**config.mk**
```make
export PLATFORM = sky130hd
export DESIGN_NAME = dii_packet_receiver
export DESIGN_NICKNAME = d
export VERILOG_FILES = /design/src/rtl/dii_packet_receiver.sv
export SDC_FILE = /design/constraint.sdc
export NUM_CORES = 1
export LEC_CHECK = 0
export CAP_MARGIN = 20
export CORE_AREA = 2 2 139 141
export CTS_BUF_LIST = sky130_fd_sc_hd__clkbuf_4 sky130_fd_sc_hd__clkbuf_8
export DETAILED_ROUTE_END_ITERATION = 6
export DIE_AREA = 0 0 141 143
export PLACE_DENSITY = 0.77
export SLEW_MARGIN = 30
export SYNTH_ARGS = -nofsm -noshare
export SYNTH_HDL_FRONTEND = slang
export SYNTH_SLANG_ARGS = --single-unit
```
**constraint.sdc**
```tcl
create_clock -name clk -period 6 [get_ports clk]
set_input_delay 0.6 -clock clk [delete_from_list [all_inputs] [get_ports clk]]
set_output_delay 0.6 -clock clk [all_outputs]
set_load 0.005 [all_outputs]
```
**src/rtl/dii_packet_receiver.sv**
```systemverilog
// DII slave endpoint: takes one packet at a time, splits off the DEST/SRC/FLAGS header,
// buffers the payload and holds the complete packet for the consumer until it is acked.
module dii_packet_receiver #(
    parameter int MAX_PAYLOAD = 8
) (
    input  logic                      clk,
    input  logic                      rst,
    input  logic [15:0]               in_data,
    input  logic                      in_last,
    input  logic                      in_valid,
    output logic                      in_ready,
    output logic                      pkt_valid,
    input  logic                      pkt_ack,
    output logic [15:0]               pkt_dest,
    output logic [15:0]               pkt_src,
    output logic [15:0]               pkt_flags,
    output logic [7:0]                pkt_len,
    output logic [16*MAX_PAYLOAD-1:0] pkt_payload,
    output logic                      pkt_overflow,
    output logic [15:0]               drop_count
);

    typedef enum logic [2:0] {HDR_DEST, HDR_SRC, HDR_FLAGS, PAYLOAD, HOLD} state_t;

    localparam logic [7:0] MAX_LEN = 8'(MAX_PAYLOAD);

    state_t                            state_q, state_d;
    logic                              in_ready_q, in_ready_d;
    logic                              pkt_valid_q, pkt_valid_d;
    logic [15:0]                       dest_q, dest_d;
    logic [15:0]                       src_q, src_d;
    logic [15:0]                       flags_q, flags_d;
    logic [7:0]                        len_q, len_d;
    logic [MAX_PAYLOAD-1:0][15:0]      payload_q, payload_d;
    logic                              ovf_q, ovf_d;
    logic [15:0]                       drop_q, drop_d;
    logic                              xfer;
    logic [15:0]                       drop_inc;

    assign xfer     = in_valid & in_ready_q;
    assign drop_inc = (drop_q == 16'hFFFF) ? drop_q : drop_q + 16'd1;

    always_comb begin
        state_d   = state_q;
        dest_d    = dest_q;
        src_d     = src_q;
        flags_d   = flags_q;
        len_d     = len_q;
        payload_d = payload_q;
        ovf_d     = ovf_q;
        drop_d    = drop_q;
        case (state_q)
            HDR_DEST: if (xfer) begin
                dest_d = in_data;
                if (in_last) drop_d  = drop_inc;
                else         state_d = HDR_SRC;
            end
            HDR_SRC: if (xfer) begin
                src_d = in_data;
                if (in_last) begin
                    drop_d  = drop_inc;
                    state_d = HDR_DEST;
                end else begin
                    state_d = HDR_FLAGS;
                end
            end
            // The previous packet's payload is only wiped once a real header is complete,
            // so runts leave the stored len/payload untouched.
            HDR_FLAGS: if (xfer) begin
                flags_d   = in_data;
                len_d     = 8'd0;
                ovf_d     = 1'b0;
                payload_d = '0;
                state_d   = in_last ? HOLD : PAYLOAD;
            end
            PAYLOAD: if (xfer) begin
                if (len_q < MAX_LEN) begin
                    for (int i = 0; i < MAX_PAYLOAD; i++)
                        if (8'(i) == len_q) payload_d[i] = in_data;
                    len_d = len_q + 8'd1;
                end else begin
                    ovf_d = 1'b1;
                end
                if (in_last) state_d = HOLD;
            end
            HOLD: if (pkt_ack) state_d = HDR_DEST;
            default: state_d = HDR_DEST;
        endcase
        // Handshake outputs are registered copies of the next state.
        in_ready_d  = (state_d != HOLD);
        pkt_valid_d = (state_d == HOLD);
    end

    always_ff @(posedge clk or posedge rst) begin
        if (rst) begin
            state_q     <= HDR_DEST;
            in_ready_q  <= 1'b0;
            pkt_valid_q <= 1'b0;
            dest_q      <= '0;
            src_q       <= '0;
            flags_q     <= '0;
            len_q       <= '0;
            payload_q   <= '0;
            ovf_q       <= 1'b0;
            drop_q      <= '0;
        end else begin
            state_q     <= state_d;
            in_ready_q  <= in_ready_d;
            pkt_valid_q <= pkt_valid_d;
            dest_q      <= dest_d;
            src_q       <= src_d;
            flags_q     <= flags_d;
            len_q       <= len_d;
            payload_q   <= payload_d;
            ovf_q       <= ovf_d;
            drop_q      <= drop_d;
        end
    end

    assign in_ready     = in_ready_q;
    assign pkt_valid    = pkt_valid_q;
    assign pkt_dest     = dest_q;
    assign pkt_src      = src_q;
    assign pkt_flags    = flags_q;
    assign pkt_len      = len_q;
    assign pkt_payload  = payload_q;
    assign pkt_overflow = ovf_q;
    assign drop_count   = drop_q;

endmodule

```
Word level (Yosys, flattened, before mapping)
Cells that the tools add are included.

word-level totals
  register bits after elaboration = 206
  latch bits = 0
  memory bits (writable) = 0
  memory bits (read-only) = 0
  bits of input ports = 21
  output and inout port bits = 203
  word-level logic and storage cells = 96
  memories kept = 0

cells by class
  $add $sub $neg = 2
  multipliers = 0
  div/mod/pow operators = 0
  magnitude comparators = 1
  eq/ne operators = 26
  shift-type cells = 0
  mux-type cells = 30
  bitwise logic cells = 2
  reductions and logical operators = 18

operators by type and width
  cell                     count
  $mux W128                3
  $pmux W128 S2            1
  $mux W16                 8
  $reduce_and A5 Y1        8
  $eq A3 B8 Y1 const A     4
  $mux W3                  8
  $mux W8                  3
  $ne A2 B2 Y1 const B     12
  $add A16 B1 Y16 const B  1
  $eq A16 B16 Y1 const B   1
  $eq A2 B8 Y1 const A     2
  $pmux W8 S2              1
  $pmux W3 S5              1
  $reduce_and A4 Y1        3
  $add A8 B1 Y8 const B    1
  $eq A1 B8 Y1 const A     1
  $logic_not A8 Y1         1
  $lt A8 B4 Y1 const B     1
  $eq A3 B2 Y1 const B     2
  $eq A3 B3 Y1 const B     2
  $reduce_and A2 Y1        3
  $eq A3 B1 Y1 const B     1
  $logic_not A3 Y1         1
  $mux W1                  3
  7 further kinds          7

Depth between registers and ports, before layout
Gate-level depths: netlist of run 1.

  word-level depth = 5
  mapped depth = 8
  gate-level depth less buffers = 6

Least setup slack after synthesis of run 1
Ideal clock, no wire load.

  kind = register to register
  from = register state_q[2]
  to = register dest_q[0], in the netlist pkt_dest[0]
  setup time = 125 ps
  data arrival time = 1661 ps
  data required time = 5875 ps
  path slack = 4214 ps
  cell stages (with the launch flop) = 6
  buffers on the path = 2
  clock period less this slack = 1786 ps
  cell sequence = dfrtp_1 -> buf_6 -> or2_4 -> nor3_2 -> buf_4 -> mux2_2

between the ends
  word-level cells in the longest chain between the ends = 2

RTL lines
  element                             line  source
  start: declaration                  27    state_t state_q, state_d;
  start signal: assignment            107   state_q <= state_d;
  $logic_not A3 Y1                    52    case (state_q)
  $reduce_and A2 Y1 (no source line)  n/a
  end signal: assignment              110   dest_q <= dest_d;
  end: declaration                    30    logic [15:0] dest_q, dest_d;

No other way between the ends.
A chain may end at the register's enable or synchronous reset.

Final worst setup path of run 1
  from = register len_q[3], in the netlist pkt_len[3]
  to = register payload_q (netlist bit pkt_payload[13])

between the ends
  word-level cells in the longest chain between the ends = 3
  elaborated cells on any way between the ends = 5
  classes of those cells = 1 x order compare; 2 x eq/ne; 2 x reduce/logical

RTL lines
  element                                                  line    source
  start: declaration                                       33      logic [7:0] len_q, len_d;
  start signal: assignment                                 113     len_q <= len_d;
  $lt A8 B4 Y1 / $logic_not A8 Y1 (equally long branches)  77, 79
  $ne A2 B2 Y1 (no source line)                            n/a
  $reduce_and A5 Y1 (no source line) (*)                   n/a
  end signal: assignment                                   114     payload_q <= payload_d;
  end: declaration                                         34      logic [MAX_PAYLOAD-1:0][15:0] payload_q, payload_d;

Every way passes the cells marked *; elsewhere a longest branch is shown, timed or not.

==> results.py, run 1 <==
metrics = {
    "sta": {
        "skew_ns": 0.0177,
        "timing.final.crit_period_ns": 2.59,
        "fin_ws_ns": 3.41,
        "slew_violations": 0,
        "fmax_mhz": 387,
        "slew_headroom_pct": 42.5,
        "rsz0062_at_grt": "false",
        "hold_viol_final": 0,
        "tightest_slew_ns": 0.859,
        "fin_tns_setup_ns": 0,
        "whs_ns": 0.350,
        "post-route-period-util_pct": 43.1,
        "finalSetupViolCount": 0,
    },
    "clock_network": {
        "clock_latency_ns": 0.52,
        "cts-root-buf": "clkbuf_8",
        "numCtsBuffers": 36,
        "postCtsHoldBufs": 0,
        "postCtsResizedCells": 0,
        "cts.sinks": 206,
        "post_cts_buffers": 0,
        "clockBufferDepth": 3,
        "htreeDepth": 2,
        "clk_pin_slew_ns": 0.06,
        "cts_tree": "yes",
    },
    "synthesis": {
        "syn_inst": 751,
        "synth-simple-area-share_pct": 16.1,
        "synth_top_family_by_area": "simple AND/OR/NAND/NOR gates",
        "synth.mux.area_fraction_pct": 5.35,
        "synth.net_count": 777,
        "synth_xor_area_share_pct": 1.49,
        "synth-edff-count": 0,
        "syn_area_um2": 8230,
        "yosys_most_used_dff": "dfrtp_1",
        "synth-compound-area-share_pct": 10.6,
        "syn_area_per_cell_um2": 11.0,
        "yosys_warnings": 0,
        "async_reset_ff_share_pct": 100,
        "ys_ff_latch": 206,
        "ys_seq_area_share_pct": 62.6,
        "synthAdderAreaFrac_pct": 0.760,
        "synth_cell_types": 43,
    },
    "power_and_ir_drop": {
        "peakVddDrop_uv": 303,
        "p_int_mw": 3.10,
        "switching_share_pct": 29.7,
        "p_seq_share_pct": 41.7,
        "p_leak_nw": 4.96,
        "clkPwrFrac_pct": 29.7,
        "p_switching_mw": 1.31,
        "power_mw": 4.40,
        "powerDensity_nw_per_um2": 388,
        "power_frac_comb_pct": 28.6,
    },
    "setup_path": {
        "critPathCapture": "pkt_payload[13]",
        "critical_path.top_delay_family": "simple AND/OR/NAND/NOR gates",
        "end_kind": "register",
        "worstReg2RegEnd": "pkt_payload[13]",
        "path_max_fanout": 16,
        "crit-reg2reg-launch": "pkt_len[3]",
        "slowest_delay_ns": 0.86,
        "slowest_stage": "nand4_1",
        "critical_path.startpoint": "pkt_len[3]",
        "crit_path_start_kind": "register",
        "reg2reg_depth": 4,
        "critPathKind": "register to register",
        "path_depth": 4,
        "worstPathArrival_ns": 2.94,
        "required_ns": 6.36,
        "cp.buffers_inverters": 0,
        "reg2reg_slack_ns": 3.41,
        "path_cells": "nor3_2 -> nand4_1 -> nand3_1 -> o21ai_0",
    },
    "die": {
        "rows": 50,
        "die_w_um": 141,
        "die_h_um": 143,
        "coreArea_um2": 18600,
        "floorplan.initialDensity_pct": 44.3,
        "ios": 224,
        "fp.dieArea_um2": 20200,
    },
    "finish": {
        "drive_gt1_share_pct": 11.4,
        "antenna_cells": 0,
        "fin_util_pct": 61.2,
        "layout.nets": 1000,
        "final_cell_mix": "clkdlybuf4s50_1 (223), dfrtp_1 (206), o21ai_0 (164)",
        "stdcell_count": 1229,
        "postLayoutCellArea_um2": 11400,
        "mostFrequentLayoutCell": "clkdlybuf4s50_1",
        "syn2layout_area_growth_pct": 38.1,
    },
    "place": {
        "place_inst": 1170,
        "detailed_place.area_um2": 10600,
        "place.gp.congestion": 0.810,
        "detailed_place_hpwl_um": 15900,
        "dpl_worst_slack_ns": 2.99,
        "io_buffers": 223,
    },
    "drt": {
        "dr.pass1.iters": 6,
        "drt_iter0_markers": 459,
        "wl_um": 23600,
        "postRouteAntennaNets": 0,
        "drc": 0,
        "wl_per_cell_um": 19.2,
        "vias": 6767,
        "via_per_inst": 5.51,
    },
    "global_route": {
        "grt_pass1_vias": 6612,
        "gr-total-overflow": 0,
        "grt_max_degree": 116,
        "grtUsageTotal_pct": 23.4,
        "antenna_found_initial": 0,
        "grt_first_pass_wirelength_um": 37200,
    },
    "min_path": {
        "hold_class": "primary input to asynchronous set/reset pin",
    },
    "run": {
        "max_cap_viol_count": 0,
    },
    "outcome": {
        "outcome": "completed",
    },
}
## area by class of cell
class	count	area, um^2
Timing Repair Buffer	232	2330
Inverter	6	26.3
Clock buffer	53	667
Tap cell	234	293
Sequential cell	206	5150
Clock inverter	6	60.1
Multi-Input combinational cell	492	2830
Fill cell	1548	7220
## logic make-up after synthesis
| logic type | after synthesis |
|---|---|
| buffers and inverters | 53 |
| AND/OR/NAND/NOR | 265 |
| flip-flops | 206 |
| AO/OA/AOI/OAI | 172 |
| XOR/XNOR | 14 |
| multiplexers | 36 |
| adder cells (fa/ha/maj) | 5 |
## how the worst min path moves through the flow
stage / to / start / slack [ns] / cells after the start
after floorplan: pkt_flags[0] / pkt_flags[0] / 0.47 / 2
after global placement: pkt_flags[12] / pkt_flags[12] / 0.46 / 2
after detailed placement: pkt_flags[8] / pkt_flags[8] / 0.46 / 2
after CTS: pkt_payload[29] / rst / 0.33 / 2
after global routing: pkt_payload[29] / rst / 0.35 / 2
final: pkt_payload[29] / rst / 0.35 / 2
## synth_stat cells (2+ instances only)
master | count | area share [%]
nand2_1 | 96 | 4.4
mux2_4 | 10 | 1.8
buf_6 | 2 | 0.27
buf_4 | 2 | 0.18
a41oi_1 | 2 | 0.21
mux2_2 | 24 | 3.3
buf_2 | 12 | 0.73
xor2_1 | 10 | 1.1
and2_1 | 4 | 0.30
o21ai_0 | 164 | 10
and3b_1 | 4 | 0.43
mux2i_1 | 2 | 0.24
a21oi_1 | 3 | 0.18
buf_1 | 2 | 0.091
dfrtp_1 | 206 | 63
and3_1 | 6 | 0.46
xnor2_1 | 4 | 0.43
nand2b_1 | 2 | 0.15
nor2b_1 | 2 | 0.15
a31oi_1 | 3 | 0.23
ha_1 | 5 | 0.76
nor2_1 | 8 | 0.36
nand4_1 | 10 | 0.76
or3_1 | 2 | 0.15
clkbuf_1 | 27 | 1.2
nand3_1 | 104 | 6.3
and4_1 | 4 | 0.43
nor3_1 | 9 | 0.55
nor3_2 | 2 | 0.24
inv_1 | 6 | 0.27
nor4_1 | 2 | 0.15
## routing by layer
metal | vias to the layer above | global-route usage (%) | share of wire [%]
met3 | 45 | 7.61 | 8.6
met4 | 0 | 7.16 | 2.4
li1 | 3084 | - | -
met5 | - | 0 | 0
met2 | 284 | 36.0 | 47
met1 | 3354 | 31.9 | 42
## flip-flops by register name, indices dropped and copies added (netlist names)
register,count
in_ready,1
pkt_flags,16
pkt_payload,128
drop_count,16
pkt_src,16
pkt_overflow,1
pkt_valid,1
state_q,3
pkt_dest,16
pkt_len,8
## power groups by stage
| stage | logic, mW | clock network, mW | registers [mW] |
|---|---|---|---|
| 2_1_floorplan | 0.566 | 0 | 1.84 |
| 3_3_place_gp | 1.24 | 0 | 1.85 |
| 3_5_place_dp | 1.27 | 0 | 1.86 |
| 4_1_cts | 1.27 | 1.34 | 1.84 |
| 5_1_grt | 1.37 | 1.41 | 1.87 |
| 6_report | 1.26 | 1.31 | 1.84 |
Note: power is estimated with default switching activity, not from simulation.
==> run 2, diff against run 1 <==
clock period = 2.1 ns   (was 6 ns; I/O delays follow)
==> results.py, run 2 (same netlist as run 1, synthesis figures left out) <==
metrics = {
    "run": {
        "max_cap_viol_count": 0,
    },
    "setup_path": {
        "required_ns": 2.50,
        "end_kind": "register",
        "worstPathArrival_ns": 2.33,
        "critPathKind": "register to register",
        "reg2reg_slack_ns": 0.18,
        "path_max_fanout": 16,
        "crit_path_start_kind": "register",
    },
    "sta": {
        "post-route-period-util_pct": 91.6,
        "tightest_slew_ns": 0.682,
        "whs_ns": 0.206,
        "fmax_mhz": 520,
        "hold_viol_final": 0,
        "slew_headroom_pct": 54.5,
        "skew_ns": 0.0308,
        "rsz0062_at_grt": "false",
        "slew_violations": 0,
        "finalSetupViolCount": 0,
        "timing.final.crit_period_ns": 1.92,
    },
    "clock_network": {
        "numCtsBuffers": 36,
        "cts-root-buf": "clkbuf_8",
        "post_cts_buffers": 0,
        "cts_tree": "yes",
        "cts.sinks": 206,
        "clk_pin_slew_ns": 0.06,
        "htreeDepth": 2,
        "postCtsHoldBufs": 0,
        "clockBufferDepth": 3,
        "postCtsResizedCells": 0,
        "clock_latency_ns": 0.51,
    },
    "die": {
        "coreArea_um2": 18600,
        "rows": 50,
        "fp.dieArea_um2": 20200,
        "die_h_um": 143,
        "ios": 224,
        "die_w_um": 141,
        "floorplan.initialDensity_pct": 44.3,
    },
    "outcome": {
        "outcome": "completed",
    },
    "drt": {
        "drt_iter0_markers": 498,
        "postRouteAntennaNets": 0,
        "wl_per_cell_um": 19.4,
        "wl_um": 24300,
        "via_per_inst": 5.51,
        "vias": 6884,
        "drc": 0,
        "dr.pass1.iters": 5,
    },
    "global_route": {
        "grtUsageMet1_pct": 32.1,
        "grtUsageTotal_pct": 24.0,
        "grt_pass1_vias": 6900,
        "grt_first_pass_wirelength_um": 37900,
        "antenna_found_initial": 0,
        "busiest_layer": "met2",
        "gr-total-overflow": 0,
        "grt_max_degree": 124,
        "met2_usage_pct": 37.8,
        "grt_use_met3_pct": 7.38,
    },
    "finish": {
        "drive_gt1_share_pct": 13.1,
        "largest_reg_flops": 128,
        "final_cell_mix": "clkdlybuf4s50_1 (223), dfrtp_1 (206), o21ai_0 (164)",
        "layout.nets": 1022,
        "antenna_cells": 0,
        "regArea_um2": 5150,
        "mostFrequentLayoutCell": "clkdlybuf4s50_1",
        "syn2layout_area_growth_pct": 40.4,
        "multi_input_comb_area_um2": 2830,
        "fill_cells": 1512,
    },
    "power_and_ir_drop": {
        "peakVddDrop_uv": 761,
        "p_switching_mw": 3.80,
        "p_leak_nw": 5.07,
        "p_int_mw": 8.98,
        "switching_share_pct": 29.8,
        "p_seq_share_pct": 41.1,
        "powerDensity_nw_per_um2": 1110,
        "power_frac_comb_pct": 29.5,
        "power_mw": 12.8,
        "clkPwrFrac_pct": 29.4,
    },
    "place": {
        "place.gp.congestion": 0.863,
        "io_buffers": 223,
        "detailed_place_hpwl_um": 16500,
    },
    "min_path": {
        "hold_class": "primary input to asynchronous set/reset pin",
    },
}
==> run 2: path summary, 6_finish.rpt <==
path                       cells past startpoint               end         start
max                                            5  pkt_payload[106]    pkt_len[3]
max reg2reg                                    5  pkt_payload[106]    pkt_len[3]
min in group clk                               3      pkt_flags[4]    in_data[4]
max in group asynchronous                      3   pkt_payload[88]           rst
min reg2reg                                    2      pkt_flags[0]  pkt_flags[0]
min                                            3   pkt_payload[91]           rst
==> run 2: cell type report <==
cell class                      instances  share of cell area [%]
Clock buffer                           49                    5.40
Clock inverter                          8                   0.866
Inverter                                6                   0.227
Multi-Input combinational cell        492                    24.5
Sequential cell                       206                    44.6
Tap cell                              234                    2.53
Timing Repair Buffer                  254                    21.9
==> run 2: per-stage QoR <==
stage,std cells,instance area [um^2],setup slack [ns],utilization (%),setup TNS (ns)
finish,1249,11600,0.176,62.2,0
global route,1249,11600,0.0123,62.2,0
CTS,1249,11600,0.125,62.2,0
detailed placement,1192,10800,0.0825,58.3,0
global placement,1192,10800,0.182,58.3,0
floorplan,751,8240,-0.782,-,-161.15
==> run 2: power groups by stage <==
stage               clock [mW]  combinational [mW]  sequential (mW)
finish                    3.76                3.77             5.25
global route              4.01                4.09             5.34
CTS                       3.83                3.79             5.24
detailed placement           0                3.77             5.30
global placement             0                3.68             5.27
floorplan                    0                1.62             5.25
==> run 2: critical path, stage by stage, from the launching register on <==
cell and delay, ns:
dfrtp_1 0.40, nor3_2 0.42, and3_1 0.22, buf_4 0.20, nand2_1 0.29, o21ai_0 0.27
==> run 2: routing by layer <==
layer	part of all wire, %	routed length, um
met5	0	0
met1	42	10200
met3	8.5	2050
met4	2.0	479
met2	47	11500
